[src/rtl/control_sequencer.sv]
// Instruction register and T-state step counter for the 8-bit bus computer.
// Decodes (opcode, step, flags) into the datapath control lines each cycle.
module control_sequencer #(
  parameter int N = 8,
  parameter int A = 4
) (
  input  logic         clk,
  input  logic         clr,
  input  logic         prog,
  input  logic [N-1:0] bus,
  input  logic         cf,
  input  logic         zf,
  output logic [N-1:0] irval,
  output logic [A-1:0] irarg,
  output logic [2:0]   step,
  output logic         hlt,
  output logic         mi,
  output logic         ri,
  output logic         io,
  output logic         ii,
  output logic         ai,
  output logic         ao,
  output logic         eo,
  output logic         su,
  output logic         bi,
  output logic         oi,
  output logic         ce,
  output logic         co,
  output logic         j,
  output logic         fi,
  output logic         ro_
);

  localparam logic [2:0] T0 = 3'd0;
  localparam logic [2:0] T1 = 3'd1;
  localparam logic [2:0] T2 = 3'd2;
  localparam logic [2:0] T3 = 3'd3;
  localparam logic [2:0] T4 = 3'd4;

  localparam logic [3:0] OP_LDA = 4'h1;
  localparam logic [3:0] OP_ADD = 4'h2;
  localparam logic [3:0] OP_SUB = 4'h3;
  localparam logic [3:0] OP_STA = 4'h4;
  localparam logic [3:0] OP_LDI = 4'h5;
  localparam logic [3:0] OP_JMP = 4'h6;
  localparam logic [3:0] OP_JC  = 4'h7;
  localparam logic [3:0] OP_JZ  = 4'h8;
  localparam logic [3:0] OP_OUT = 4'hE;
  localparam logic [3:0] OP_HLT = 4'hF;

  logic [N-1:0] ir_q, ir_d;
  logic [2:0]   step_q, step_d;
  logic         halted_q, halted_d;
  logic [3:0]   opcode;

  assign opcode = ir_q[N-1:N-4];
  assign irval  = ir_q;
  assign irarg  = ir_q[A-1:0];
  assign step   = step_q;

  // Control decode; prog=0 idles everything, including hlt while halted.
  always_comb begin
    hlt = 1'b0; mi = 1'b0; ri = 1'b0; io = 1'b0; ii = 1'b0;
    ai  = 1'b0; ao = 1'b0; eo = 1'b0; su = 1'b0; bi = 1'b0;
    oi  = 1'b0; ce = 1'b0; co = 1'b0; j  = 1'b0; fi = 1'b0;
    ro_ = 1'b1;
    if (prog) begin
      if (halted_q) begin
        hlt = 1'b1;
      end else begin
        case (step_q)
          T0: begin co = 1'b1; mi = 1'b1; end
          T1: begin ro_ = 1'b0; ii = 1'b1; ce = 1'b1; end
          T2: begin
            case (opcode)
              OP_LDA, OP_ADD, OP_SUB, OP_STA: begin io = 1'b1; mi = 1'b1; end
              OP_LDI: begin io = 1'b1; ai = 1'b1; end
              OP_JMP: begin io = 1'b1; j = 1'b1; end
              OP_JC:  begin io = cf; j = cf; end
              OP_JZ:  begin io = zf; j = zf; end
              OP_OUT: begin ao = 1'b1; oi = 1'b1; end
              OP_HLT: hlt = 1'b1;
              default: ;
            endcase
          end
          T3: begin
            case (opcode)
              OP_LDA: begin ro_ = 1'b0; ai = 1'b1; end
              OP_ADD, OP_SUB: begin ro_ = 1'b0; bi = 1'b1; end
              OP_STA: begin ao = 1'b1; ri = 1'b1; end
              default: ;
            endcase
          end
          T4: begin
            if (opcode == OP_ADD || opcode == OP_SUB) begin
              eo = 1'b1; ai = 1'b1; fi = 1'b1;
              su = (opcode == OP_SUB);
            end
          end
          default: ;
        endcase
      end
    end
  end

  always_comb begin
    ir_d     = ir_q;
    step_d   = step_q;
    halted_d = halted_q;
    if (ii) ir_d = bus;
    if (halted_q) begin
      step_d = T2;
    end else if (!prog) begin
      step_d = T0;
    end else if (step_q == T2 && opcode == OP_HLT) begin
      halted_d = 1'b1;
      step_d   = T2;
    end else begin
      step_d = (step_q == T4) ? T0 : step_q + 3'd1;
    end
  end

  always_ff @(posedge clk) begin
    if (clr) begin
      ir_q     <= '0;
      step_q   <= T0;
      halted_q <= 1'b0;
    end else begin
      ir_q     <= ir_d;
      step_q   <= step_d;
      halted_q <= halted_d;
    end
  end

endmodule

[config.mk]
export PLATFORM = sky130hd
export DESIGN_NAME = control_sequencer
export DESIGN_NICKNAME = d
export VERILOG_FILES = /design/src/rtl/control_sequencer.sv
export SDC_FILE = /design/constraint.sdc
export NUM_CORES = 1
export LEC_CHECK = 0
export ABC_AREA = 1
export CAP_MARGIN = 20
export CORE_UTILIZATION = 40
export DETAILED_ROUTE_END_ITERATION = 7
export GPL_TIMING_DRIVEN = 0
export PLACE_DENSITY = 0.79
export SLEW_MARGIN = 20
export SYNTH_ARGS = -nofsm -noshare
export SYNTH_HDL_FRONTEND = slang
export SYNTH_SLANG_ARGS = --single-unit
[constraint.sdc]
create_clock -name clk -period 1.5 [get_ports clk]
set_input_delay 0.225 -clock clk [delete_from_list [all_inputs] [get_ports clk]]
set_output_delay 0.225 -clock clk [all_outputs]
set_load 0.01 [all_outputs]
# --- Word level (Yosys, flattened, before mapping) ---
# Index checks and enable logic that the tools add are counted.
classes:
  n_mux: 61
  add_sub_neg: 1
  n_bitwise: 1
  n_eq_ne: 14
  reduce_logical: 8
op_table:
  columns: ["op", "n"]
  rows:
  - ["2-to-1 mux 1 bit", 51]
  - ["equality test 4 x 3 -> 1 bit, second input constant", 4]
  - ["equality test 4 bit, second input constant", 3]
  - ["one-hot mux 1 bit (3 select lines)", 3]
  - ["equality test 4 x 2 -> 1 bit, second input constant", 2]
  - ["2-to-1 mux 2 bit", 4]
  - ["equality test 3 x 2 -> 1 bit, second input constant", 2]
  - ["one-hot mux 1 bit (2 select lines)", 3]
  - ["OR reduction 6 bit", 1]
  - ["OR reduction 5 bit", 1]
  - ["equality test 4 x 1 -> 1 bit, second input constant", 1]
  - ["OR reduction 4 bit", 1]
  - ["adder 3 x 1 -> 3 bit, second input constant", 1]
  - ["equality test 3 x 1 -> 1 bit, second input constant", 1]
  - ["equality test 3 bit, second input constant", 1]
  - ["zero test 3 bit", 1]
  - ["OR reduction 3 bit", 1]
  - ["OR reduction 2 bit", 1]
  - ["logical AND 1 bit", 1]
  - ["logical OR 1 bit", 1]
  - ["NOT 1 bit", 1]
word_totals:
  ff_bits: 12
  in_bits: 13

# --- Depth between registers and ports, before layout ---
# Gate-level depths: netlist of run 1.
depth:
  depth_word: 6
  mapped_depth: 8
  mapped_depth_nobuf: 8

# --- Worst setup path before layout of run 1 ---
# Ideal clock, no wire load.
synth_timing:
  path_type: "register to output"
  startpoint: "register step_q[0], in the netlist step[0]"
  endpoint: "output port fi"
  slack_ns: 0.064
  n_path_buf: 1
  stages_incl_launch_ff: 8
  arrival_time_ns: 1.211
  path_cell_list: "dfxtp_1 > inv_1 > ha_1 > nand2_1 > inv_1 > nand3_1 > nor2_1 > buf_4"
synth_between:
  elab_chain_cells: 4
synth_rtl:
  columns: ["item", "line", "text"]
  rows:
  - ["start, declared", "52", "logic [2:0] step_q, step_d;"]
  - ["start signal, assigned", "130", "step_q <= step_d;"]
  - ["equality test 3 bit", null, null]
  - ["2-to-1 mux 1 bit (3 in series)", null, null]
  - ["end, declared", "30", "output logic fi,"]
# No other way between the ends.

# --- Final worst setup path of run 1 ---
layout_timing:
  startpoint: "register ir_q[4], in the netlist irval[4]"
  endpoint: "output port ai"
layout_between:
  elab_chain_cells: 6
  elab_cells_between_ends: 11
  classes_between: "eq/ne (4); mux (6); reduce/logical (1)"
layout_rtl:
  columns: ["item", "line", "text"]
  rows:
  - ["start, declared", "51", "logic [N-1:0] ir_q, ir_d;"]
  - ["start signal, assigned", "129", "ir_q <= ir_d;"]
  - ["equality test 4 x 2 -> 1 bit", "95", "if (opcode == OP_ADD || opcode == OP_SUB) begin"]
  - ["logical OR 1 bit", "95", null]
  - ["2-to-1 mux 1 bit", "95", null]
  - ["one-hot mux 1 bit (3 select lines) (*)", "71", "case (step_q)"]
  - ["2-to-1 mux 1 bit (*)", "68", "if (halted_q) begin"]
  - ["2-to-1 mux 1 bit (*)", "67", "if (prog) begin"]
  - ["end, declared", "21", "output logic ai,"]
# Mark *: on every way between the ends. The rest lies on a longest branch, timed or not.

==> impl_results.md, run 1 <==
- Total Wirelength: 4330 µm
- Setup slack of the critical path after layout: -0.302 ns
- Fraction of synthesized cell area taken by the top area cell type: 0.264
- Internal power: 612 µW
- Signed area change from the synthesized netlist to the final layout: 89.7%
- Slew headroom: 0.756
- Number of max-slew violations in the final report: 0
- Sort of element at the start of the critical path: register
- Die width: 49.7 µm
- Setup-failing EPs final: 15
- Max frequency: 555 MHz
- Sequential share of the synthesized area: 0.264
- Delay of the slowest cell on the worst path: 0.42 ns
- Cell family with most CP delay: simple AND/OR/NAND/NOR gates
- Count leader, synth: sky130_fd_sc_hd__nor2_1
- Share of cells above drive strength 1: 0.541
- Clock-pin slew of the registers on the worst-case setup and hold paths: 0.10 ns
- Worst setup path class: reg -> out
- Number of detailed-route iterations in the first pass: 4
- Number of DRC violations after detailed routing: 0
- Number of buffers created by CTS: 3
- Synth unique cells: 20
- Post-layout util: 0.846
- Sum of overflow across all layers after global routing: 0
- Violations in the final reports: setup timing
- Clock period minus final worst setup slack: 1.80 ns
- Logic gate share of total power: 0.307
- Stages on worst setup path: 7
- Worst path buffer plus inverter count: 2
- Prevailing post-synth register cell: sky130_fd_sc_hd__dfxtp_1
- Worst voltage drop across the vdd grid: 0.000494 V
- Number of enable flip-flop cells after synthesis: 0
- First-iteration detailed-routing DRC count: 60
- Worst clock skew: 0.0107 ns
- Maximum number of pins on one net before global-route repair: 11
- Avg Inst Size Synth: 6.65 µm²
- Unrepaired setup endpoints after global routing: true
- Mapped Nets: 155
- Transition at the pin with the smallest max-transition slack: 0.366 ns
- Hold Path Depth: 2
- Detailed-route via count: 1300
- Library cell appearing most often on the critical path: sky130_fd_sc_hd__nor2_1
- Share of power burned in registers: 0.380
- Required time of the critical path: 1.27 ns
- Synth warn: 0
- Maximum Capacitance Violations: 0
- Fraction of the cycle the final worst path needs: 1.20
- TritonCTS clock tree: built
- Non-filler cells, final: 223
- First-pass GRT wire length: 5060 µm
- Most area-hungry cell type in the Yosys netlist: sky130_fd_sc_hd__dfxtp_1
- Number of fill cells in the layout: 106
- Top cells by area, synth: sky130_fd_sc_hd__dfxtp_1 (26%), sky130_fd_sc_hd__nor2_1 (13%), sky130_fd_sc_hd__nand2_1 (9.5%), sky130_fd_sc_hd__nor3_2 (8.8%), sky130_fd_sc_hd__ha_1 (6.9%)
- Core ar.: 0.00204 mm²
- Routed wire per std cell: 19.4 µm
- Signal arrival time at the worst endpoint: 1.58 ns
- Number of nets still failing antenna checks after routing: 0
- Power per standard cell area: 535 mW/mm²
- Count of endpoints failing hold in the final timing report: 0
- Run status: finished with violations
- Number of global-route vias before repair: 1101
- Gp weighted congestion: 0.804
- Cells on worst reg2reg path: 8
- Number of inserted diodes: 0
- Number of standard-cell rows in the floorplan: 16
- Boundary pin count: 44
- Slowest stage cell on the critical path: sky130_fd_sc_hd__dfxtp_4
- Final HPWL DP: 2040 µm
- Post-synthesis instance area: 911 µm²
- Number of antenna violations at the first check in global routing: 0
- Net switching power: 312 µW
- Clock share of power: 0.313
- Post-DR vias/cell: 5.83
- Standby leakage power: 0.000808 µW
- Initial standard-cell utilization of the core: 0.446
- Dpl ws: -0.632 ns
- Leading cell types by count after synthesis: sky130_fd_sc_hd__nor2_1 (31), sky130_fd_sc_hd__nand2_1 (23), sky130_fd_sc_hd__inv_1 (16), sky130_fd_sc_hd__dfxtp_1 (12), sky130_fd_sc_hd__o21ai_0 (10)
- Share of total power consumed by net switching: 0.338
- Clock tree sinks: 12
- Die Outline Area: 0.00247 mm²
- Number of instances in the synthesized netlist: 137
- Buffer type at the clock tree root: sky130_fd_sc_hd__clkbuf_4
- Clk_lat worst skew: 0.29 ns
- CTS H-tree depth: 1
- Global-route total usage across every layer: 0.271
- Net total in the final layout: 215
- Die extent in y: 49.7 µm
- CTS hold repair buffers: 0
- Kind of end point of the critical path: primary output
- Async set or reset register ratio after synthesis: 0
- Maximum fanout along the worst path: 8
- Flops & latches, synth: 12
- Cell-by-cell trace of the critical path: inv_1 -> nor2_1 -> nand2_1 -> nor2_1 -> nor2_1 -> nor2_1 -> buf_2
- Maximum number of buffers from clock root to sink: 2
- Placed cells: 207
- Worst min-delay path class: reg -> reg
- Number of port buffers: 43
==> worst register-to-register path: stages, from the launching register on <==
cell and delay, ns:
sky130_fd_sc_hd__dfxtp_4 0.42, sky130_fd_sc_hd__inv_4 0.07, sky130_fd_sc_hd__ha_4 0.17, sky130_fd_sc_hd__nand2_4 0.07
sky130_fd_sc_hd__inv_4 0.05, sky130_fd_sc_hd__buf_4 0.14, sky130_fd_sc_hd__nor3_2 0.15, sky130_fd_sc_hd__nand3_1 0.16
sky130_fd_sc_hd__nor2_1 0.15
==> logic make-up (layout without fill, tap and decap cells) <==
logic type | Yosys count | after routing | synth area share
compound gates | 14 | 14 | 0.0769
flops | 12 | 12 | 0.264
fa+ha+maj | 5 | 5 | 0.0687
simple gates | 79 | 79 | 0.445
buf+inv | 27 | 86 | 0.146
==> sequential cells by signal, summed over array words and instances, names as in the netlist <==
register	count
halted_q	1
irval	8
step	3
==> placed cells by master, fill, tap and decap left out, drive strengths merged <==
cell	netlist	routed
buf	8	36
nor2	34	34
nand2	25	25
clkdlybuf4s50	0	21
inv	19	19
dfxtp	12	12
o21ai	11	11
nor3	10	10
nand3	8	8
ha	5	5
clkbuf	0	4
a21oi	3	3
dlygate4sd2	0	3
dlymetal6s2s	0	3
nand4	2	2
==> through the flow <==
stage          instance area (µm²)  power, µW  hold WS, ns  setup TNS, ns
5_1_grt                       1730        951        0.593          -3.41
2_1_floorplan                  911        456        0.356              0
6_report                      1730        924        0.540          -2.79
3_5_place_dp                  1380        564        0.478          -7.82
3_3_place_gp                  1380        558        0.469          -7.58
4_1_cts                       1590        867        0.524          -1.60
==> layer usage <==
layer,vias to the layer above,routed length (µm),track usage,part of all wire
met2,124,2150,0.523,0.50
met5,-,0,0,0
met3,40,403,0.0494,0.093
met4,0,307,0.105,0.071
li1,542,-,-,-
met1,594,1470,0.284,0.34
==> cell type report <==
cell class,count,area [µm²],share of cell area
multi-input cells,98,754,0.437
well taps,27,33.8,0.0196
plain buffers,7,63.8,0.0369
inverters,19,86.3,0.0500
flip-flops and latches,12,265,0.154
repair buffers,56,488,0.282
clock buffers,4,36.3,0.0210
==> what timing repair did <==
item / 4_1_cts / 5_1_grt
setup buffers: 7 / 6
endpoints found under the setup margin: 21 / 20
pin swaps: 15 / 6
gates resized for setup: 130 / 31
==> worst paths after layout <==
kind	from	endpoint	slack [ns]
setup / recovery	irval[4]	ai	-0.30
hold / removal	irval[2]	irval[2]	0.54
setup reg to reg	step[0]	step[0]	0.05
hold reg to reg	irval[2]	irval[2]	0.54
==> power groups by stage <==
stage	registers (µW)	logic, µW	clock network [µW]
2_1_floorplan	358	97.5	0
3_3_place_gp	353	205	0
3_5_place_dp	354	209	0
4_1_cts	350	236	282
5_1_grt	352	296	303
6_report	351	284	290
(Power assumes the default switching activity.)
==> inputs of run 2 (changes only) <==
--- a/config.mk
+++ b/config.mk
@@ -7,8 +7,11 @@
 export LEC_CHECK = 0
 export ABC_AREA = 1
 export CAP_MARGIN = 20
+export CORE_MARGIN = 3
 export CORE_UTILIZATION = 40
+export CTS_CLUSTER_DIAMETER = 80
 export DETAILED_ROUTE_END_ITERATION = 7
+export GPL_ROUTABILITY_DRIVEN = 0
 export GPL_TIMING_DRIVEN = 0
 export PLACE_DENSITY = 0.79
 export SLEW_MARGIN = 20
==> run 2 against run 1 <==
  * The run still ends with setup timing left
  * Final cell count unchanged
  * Register-to-register slack about the same
  * Utilization decreased by 4.6 points
  * First-iteration DRC count decreased by 45%
  * Clock skew decreased by 0.0053 ns
  * Setup slack improved by 0.060 ns
  * Clock power decreased by 4%
  * Combinational power decreased by 8.8%
  * Sequential power about the same
  * Die area increased by 17%
  * Critical path depth increased by 1
  * Sequential cell count unchanged
  * Largest power group unchanged
==> impl_results.md, run 2 (synthesis gave the netlist of run 1 again) <==
- Run status: finished with violations
- Violations in the final reports: setup timing
- CTS hold repair buffers: 0 (unchanged)
- Net switching power: 276 µW (-12%)
- Hold Path Depth: 1 (-1)
- Post-route total power: 886 µW (-4.2%)
- Slack of the worst reg-to-reg path: 0.05 ns (about the same)
- Logic gate share of total power: 0.293 (-0.014)
- Non-filler cells, final: 223 (unchanged)
- Fraction of the cycle the final worst path needs: 1.16 (-0.0397)
- Power per standard cell area: 537 mW/mm² (+0.34%)
- Number of inserted diodes: 0 (unchanged)
- Number of buffers created by CTS: 3 (unchanged)
- Final cell area excluding filler cells: 0.00165 mm² (-4.5%)
- Delay of the slowest cell on the worst path: 0.39 ns (-0.03 ns)
- Global-route total usage across every layer: 0.218 (-0.0530)
- Routed wire per std cell: 15.1 µm (-22%)
- Buffer type at the clock tree root: sky130_fd_sc_hd__clkbuf_4
- Die Outline Area: 0.00289 mm² (+17%)
- Start point of the worst min-delay path: step[0]
- Die extent in y: 53.7 µm (+8.0%)
- Number of port buffers: 43 (unchanged)
- Cell-by-cell trace of the critical path: buf_6 -> ha_4 -> ha_4 -> nand3_2 -> nand2_1 -> nor2_1 -> nor2_1 -> buf_2
- Number of max-slew violations in the final report: 0 (unchanged)
- Worst hold margin: 0.493 ns (-0.0471 ns)
- Final HPWL DP: 1970 µm (-3.0%)
- First-pass GRT wire length: 4670 µm (-7.8%)
- Clock tree sinks: 12 (unchanged)
- Setup slack of the critical path after layout: -0.242 ns (+0.0596 ns)
- Number of DRC violations after detailed routing: 0 (unchanged)
- Share of cells above drive strength 1: 0.469 (-0.0714)
- Unrepaired setup endpoints after global routing: true
- Share of total power consumed by net switching: 0.311 (-0.0265)
- Leading cell type in the layout, fill and taps excluded: sky130_fd_sc_hd__nor2_1
- Required time of the critical path: 1.27 ns (about the same)
- Max reg flops: 8 (unchanged)
- Worst Hold End: step[0]
- Count of endpoints failing hold in the final timing report: 0 (unchanged)
- Clock-pin slew of the registers on the worst-case setup and hold paths: 0.09 ns (about the same)
- Number of antenna violations at the first check in global routing: 0 (unchanged)
- Slowest stage cell on the critical path: sky130_fd_sc_hd__dfxtp_4
- Signal arrival time at the worst endpoint: 1.52 ns (-0.06 ns)
- Top library cells by usage in the layout, fill and taps aside: sky130_fd_sc_hd__nor2_1 (25), sky130_fd_sc_hd__clkdlybuf4s50_1 (22), sky130_fd_sc_hd__nand2_1 (19), sky130_fd_sc_hd__buf_4 (13), sky130_fd_sc_hd__buf_2 (13)
- Number of nets still failing antenna checks after routing: 0 (unchanged)
- Maximum Capacitance Violations: 0 (unchanged)
- Share of power burned in registers: 0.395 (+0.015)
- Clock period minus final worst setup slack: 1.74 ns (-0.0596 ns)
- Slew headroom: 0.835 (+0.0793)
- Maximum number of pins on one net before global-route repair: 11 (unchanged)
- First-iteration detailed-routing DRC count: 33 (-45%)
- Kind of end point of the critical path: primary output
- Maximum fanout along the worst path: 5 (-3)
- TritonCTS clock tree: built
- Endpoint of the worst-slack reg-to-reg timing path: irval[6]
- Net total in the final layout: 215 (unchanged)
- Transition at the pin with the smallest max-transition slack: 0.247 ns (-0.119 ns)
- Boundary pin count: 44 (unchanged)
- Detailed-route via count: 1135 (-13%)
- Setup-failing EPs final: 15 (unchanged)
- Maximum number of buffers from clock root to sink: 2 (unchanged)
- Clk_lat worst skew: 0.28 ns (about the same)
- Worst clock skew: 0.00543 ns (-0.00527 ns)
- CTS H-tree depth: 1 (unchanged)
- Max frequency: 574 MHz (+3.4%)
- Worst path buffer plus inverter count: 2 (unchanged)
- Clock share of power: 0.313 (about the same)
- Launch instance of the worst register-to-register path: step[0]
- Post-DR vias/cell: 5.09 (-13%)
- Number of global-route vias before repair: 1068 (-3.0%)
- Worst min-delay path class: reg -> reg
- Core ar.: 0.00206 mm² (+0.98%)
- Signed area change from the synthesized netlist to the final layout: 81.2%
- Sum of overflow across all layers after global routing: 0 (unchanged)
- Initial standard-cell utilization of the core: 0.442 (-0.00433)
- Standby leakage power: 0.000773 µW (-4.4%)
- Placed Instance Area: 0.00138 mm² (unchanged)
- Number of standard-cell rows in the floorplan: 16 (unchanged)
- Cells on worst reg2reg path: 8 (unchanged)
- Placed cells: 207 (unchanged)
- Worst voltage drop across the vdd grid: 0.000655 V (+33%)
- Sort of element at the start of the critical path: register
- Worst setup path class: reg -> out
- Die width: 53.7 µm (+8.0%)
- Internal power: 610 µW (-0.33%)
- Cell family with most CP delay: flip-flops
- Number of detailed-route iterations in the first pass: 4 (unchanged)
- Total Wirelength: 3360 µm (-22%)
run 2: cell types whose count changed in the layout (fill, tap and decap cells not counted), moves of 2 or more:
cell and change:
sky130_fd_sc_hd__inv_4 -4, sky130_fd_sc_hd__nand2_1 +4, sky130_fd_sc_hd__nor2_1 +4, sky130_fd_sc_hd__inv_2 +3
sky130_fd_sc_hd__dfxtp_1 +2, sky130_fd_sc_hd__nand2_2 -2, sky130_fd_sc_hd__nand2_8 -2, sky130_fd_sc_hd__nor2_2 -2
sky130_fd_sc_hd__nor2_4 -2, sky130_fd_sc_hd__o21ai_1 +2, sky130_fd_sc_hd__o21ai_2 -2
run 2: power groups by stage:
stage | clock network [µW] | registers (µW) | logic [µW]
4_1_cts | 268 | 348 | 234
3_3_place_gp | 0 | 353 | 207
6_report | 277 | 349 | 259
5_1_grt | 292 | 352 | 277
3_5_place_dp | 0 | 354 | 210
2_1_floorplan | 0 | 358 | 97.5
run 2: layer usage:
layer	vias up	GRT usage	part of all wire	routed length, µm
met3	10	0.0249	0.050	167
met2	58	0.375	0.52	1730
met4	0	0.102	0.024	81
li1	545	-	-	-
met5	-	0	0	0
met1	522	0.268	0.41	1380
run 2: worst max path at each step:
stage | start | to | cells after the start
after floorplan | step[0] | fi | 7
after global placement | prog | fi | 6
after detailed placement | prog | fi | 6
after CTS | step[0] | ai | 8
after global routing | step[1] | fi | 8
final | step[1] | ai | 8
run 2: what timing repair did:
item,4_1_cts,5_1_grt
pin swaps,8,10
resized for setup,100,33
endpoints found under the hold margin,0,0
setup endpoints to repair,19,22
buffers inserted,10,3
run 2: area by class of cell:
class                   count  area (µm²)
multi-input cells          98         684
repair buffers             55         488
fillers                   129         412
flip-flops and latches     12         260
inverters                  19        76.3
plain buffers               8        71.3
clock buffers               4        36.3
well taps                  27        33.8
run 2: stage by stage:
step           setup slack (ns)   util  setup TNS, ns
6_report                 -0.242  0.800          -2.50
5_1_grt                  -0.311  0.800          -3.44
4_1_cts                  -0.249  0.751          -2.58
3_5_place_dp             -0.650  0.667          -7.95
3_3_place_gp             -0.637  0.667          -7.71
2_1_floorplan            0.0638      -              0
==> inputs of run 3 (changes only) <==
--- a/config.mk
+++ b/config.mk
@@ -14,6 +14,7 @@
 export GPL_ROUTABILITY_DRIVEN = 0
 export GPL_TIMING_DRIVEN = 0
 export PLACE_DENSITY = 0.79
+export REMOVE_ABC_BUFFERS = 1
 export SLEW_MARGIN = 20
 export SYNTH_ARGS = -nofsm -noshare
 export SYNTH_HDL_FRONTEND = slang
==> run 3 against run 2 <==
  * The flow still finishes with violations (setup timing)
  * Die area did not move
  * Sequential power about the same
  * Total power shrank 11%
  * Via count down 1.2%
  * Global-route usage grew 2.4 points
  * Critical endpoint unchanged
  * Largest power group unchanged
==> impl_results.md, run 3 (synthesis gave the netlist of run 1 again) <==
- Clock tree sinks: 12 (unchanged)
- Slew headroom: 0.835 (about the same)
- Share of power burned in registers: 0.447 (+0.052)
- Maximum Capacitance Violations: 0 (unchanged)
- Power per standard cell area: 498 mW/mm² (-7.2%)
- Die extent in y: 53.7 µm (unchanged)
- Worst Hold End: step[0]
- Number of buffers created by CTS: 3 (unchanged)
- Worst clock skew: 0.000975 ns (-0.00446 ns)
- Top library cells by usage in the layout, fill and taps aside: sky130_fd_sc_hd__nor2_1 (24), sky130_fd_sc_hd__clkdlybuf4s50_1 (23), sky130_fd_sc_hd__nand2_1 (16), sky130_fd_sc_hd__buf_4 (16), sky130_fd_sc_hd__buf_2 (13)
- Setup-failing EPs final: 15 (unchanged)
- Net switching power: 247 µW (-10%)
- Launch instance of the worst register-to-register path: step[1]
- Kind of end point of the critical path: primary output
- Share of cells above drive strength 1: 0.448 (-0.0215)
- Fraction of the cycle the final worst path needs: 1.11 (-0.0560)
- Signed area change from the synthesized netlist to the final layout: 73.6%
- Maximum fanout along the worst path: 6 (+1)
- Hold Path Depth: 1 (unchanged)
- Worst hold margin: 0.492 ns (-0.000711 ns)
- Maximum number of buffers from clock root to sink: 2 (unchanged)
- Required time of the critical path: 1.27 ns (about the same)
- Placed Instance Area: 0.00131 mm² (-4.5%)
- Setup slack of the critical path after layout: -0.158 ns (+0.0840 ns)
- Final HPWL DP: 1850 µm (-6.3%)
- Initial standard-cell utilization of the core: 0.442 (unchanged)
- Buffer type at the clock tree root: sky130_fd_sc_hd__clkbuf_4
- Die Outline Area: 0.00289 mm² (unchanged)
- Worst setup path class: reg -> out
- Number of port buffers: 43 (unchanged)
- Number of antenna violations at the first check in global routing: 0 (unchanged)
- Dpl ws: -0.691 ns (-0.0413 ns)
- Worst voltage drop across the vdd grid: 0.000530 V (-19%)
- Endpoint of the worst-slack reg-to-reg timing path: irval[4]
- Final cell area excluding filler cells: 0.00158 mm² (-4.2%)
- Signal arrival time at the worst endpoint: 1.43 ns (-0.09 ns)
- Global-route total usage across every layer: 0.243 (+0.0241)
- Max reg flops: 8 (unchanged)
- First-pass GRT wire length: 5150 µm (+10%)
- Number of DRC violations after detailed routing: 0 (unchanged)
- CTS hold repair buffers: 0 (unchanged)
- Max frequency: 603 MHz (+5.1%)
- Violations in the final reports: setup timing
- Logic gate share of total power: 0.300 (+0.007)
- Clk_lat worst skew: 0.27 ns (about the same)
- Number of nets still failing antenna checks after routing: 0 (unchanged)
- Maximum number of pins on one net before global-route repair: 11 (unchanged)
- Number of standard-cell rows in the floorplan: 16 (unchanged)
- Number of inserted diodes: 0 (unchanged)
- Worst min-delay path class: reg -> reg
- Share of total power consumed by net switching: 0.314 (+0.00256)
- Clock-pin slew of the registers on the worst-case setup and hold paths: 0.07 ns (-0.02 ns)
- Start point of the worst min-delay path: step[0]
- Cells on worst reg2reg path: 9 (+1)
- Sum of overflow across all layers after global routing: 0 (unchanged)
- Routed wire per std cell: 14.2 µm (-5.4%)
- Post-DR vias/cell: 5.12 (+0.57%)
- Unrepaired setup endpoints after global routing: true
- Core ar.: 0.00206 mm² (unchanged)
- TritonCTS clock tree: built
- Detailed-route via count: 1121 (-1.2%)
- Sort of element at the start of the critical path: register
- Post-layout util: 0.767 (-0.0334)
- Clock period minus final worst setup slack: 1.66 ns (-0.0840 ns)
- Boundary pin count: 44 (unchanged)
- Internal power: 541 µW (-11%)
- Net total in the final layout: 212 (-1.4%)
- CTS H-tree depth: 1 (unchanged)
- Number of max-slew violations in the final report: 0 (unchanged)
- Clock share of power: 0.253 (-0.060)
- Count of endpoints failing hold in the final timing report: 0 (unchanged)
- Total Wirelength: 3120 µm (-7.1%)
- Die width: 53.7 µm (unchanged)
- Transition at the pin with the smallest max-transition slack: 0.247 ns (+0.000442 ns)
- Post-route total power: 788 µW (-11%)
- Standby leakage power: 0.000739 µW (-4.4%)
- Slack of the worst reg-to-reg path: -0.01 ns (-0.06 ns)
- Number of global-route vias before repair: 1137 (+6.5%)
- Leading cell type in the layout, fill and taps excluded: sky130_fd_sc_hd__nor2_1
- Number of detailed-route iterations in the first pass: 4 (unchanged)
- First-iteration detailed-routing DRC count: 19 (-42%)
- Run status: finished with violations
-- run 3: cell types whose count changed in the layout (fill, tap and decap cells not counted), sizes merged --
| cell | delta |
|---|---|
| buf | -4 |
| dlymetal6s2s | -1 |
| clkdlybuf4s50 | +1 |
-- run 3: critical path, cell delays in order (launching register included) --
cell                      delay, ns
sky130_fd_sc_hd__dfxtp_4       0.38
sky130_fd_sc_hd__inv_1         0.08
sky130_fd_sc_hd__nor2_4        0.18
sky130_fd_sc_hd__nand2_1       0.10
sky130_fd_sc_hd__nor2_1        0.15
sky130_fd_sc_hd__nor2_2        0.06
sky130_fd_sc_hd__nor2_1        0.09
sky130_fd_sc_hd__buf_2         0.13
-- run 3: repair_timing --
item / in CTS / in global routing
endpoints found under the setup margin: 20 / 20
pin swaps: 11 / 11
gates resized for setup: 102 / 22
setup buffers: 11 / 6
-- run 3: layout make-up --
type / instances / area, µm²
flip-flops and latches: 12 / 262
clock buffers: 3 / 22.5
fillers: 138 / 480
repair buffers: 60 / 505
multi-input cells: 98 / 677
inverters: 19 / 81.3
well taps: 27 / 33.8
-- run 3: worst max-delay path by stage --
stage          startpoint  end  slack (ns)
5_1_grt          irval[6]   ai       -0.22
3_5_place_dp         prog   mi       -0.69
2_1_floorplan     step[1]  ro_        0.05
6_report         irval[6]   ai       -0.16
4_1_cts           step[0]   ao       -0.12
3_3_place_gp         prog   mi       -0.66
-- run 3: power by group through the flow --
stage | logic (µW) | registers [µW] | clock network [µW]
finish | 236 | 352 | 199
global route | 257 | 354 | 221
CTS | 221 | 352 | 207
detailed placement | 193 | 357 | 0
global placement | 190 | 356 | 0
floorplan | 80.0 | 363 | 0
-- run 3: metrics by stage --
step,setup TNS (ns),std cells
after floorplan,0,129
after global placement,-8.04,199
after detailed placement,-8.42,199
after CTS,-1.04,213
after global routing,-2.15,219
final,-0.853,219
-- run 3: routing by layer --
layer	GRT usage	vias to the layer above	part of all wire
met1	0.280	503	0.39
li1	-	541	-
met4	0.119	0	0.029
met5	0	-	0
met3	0.0499	12	0.084
met2	0.419	65	0.50
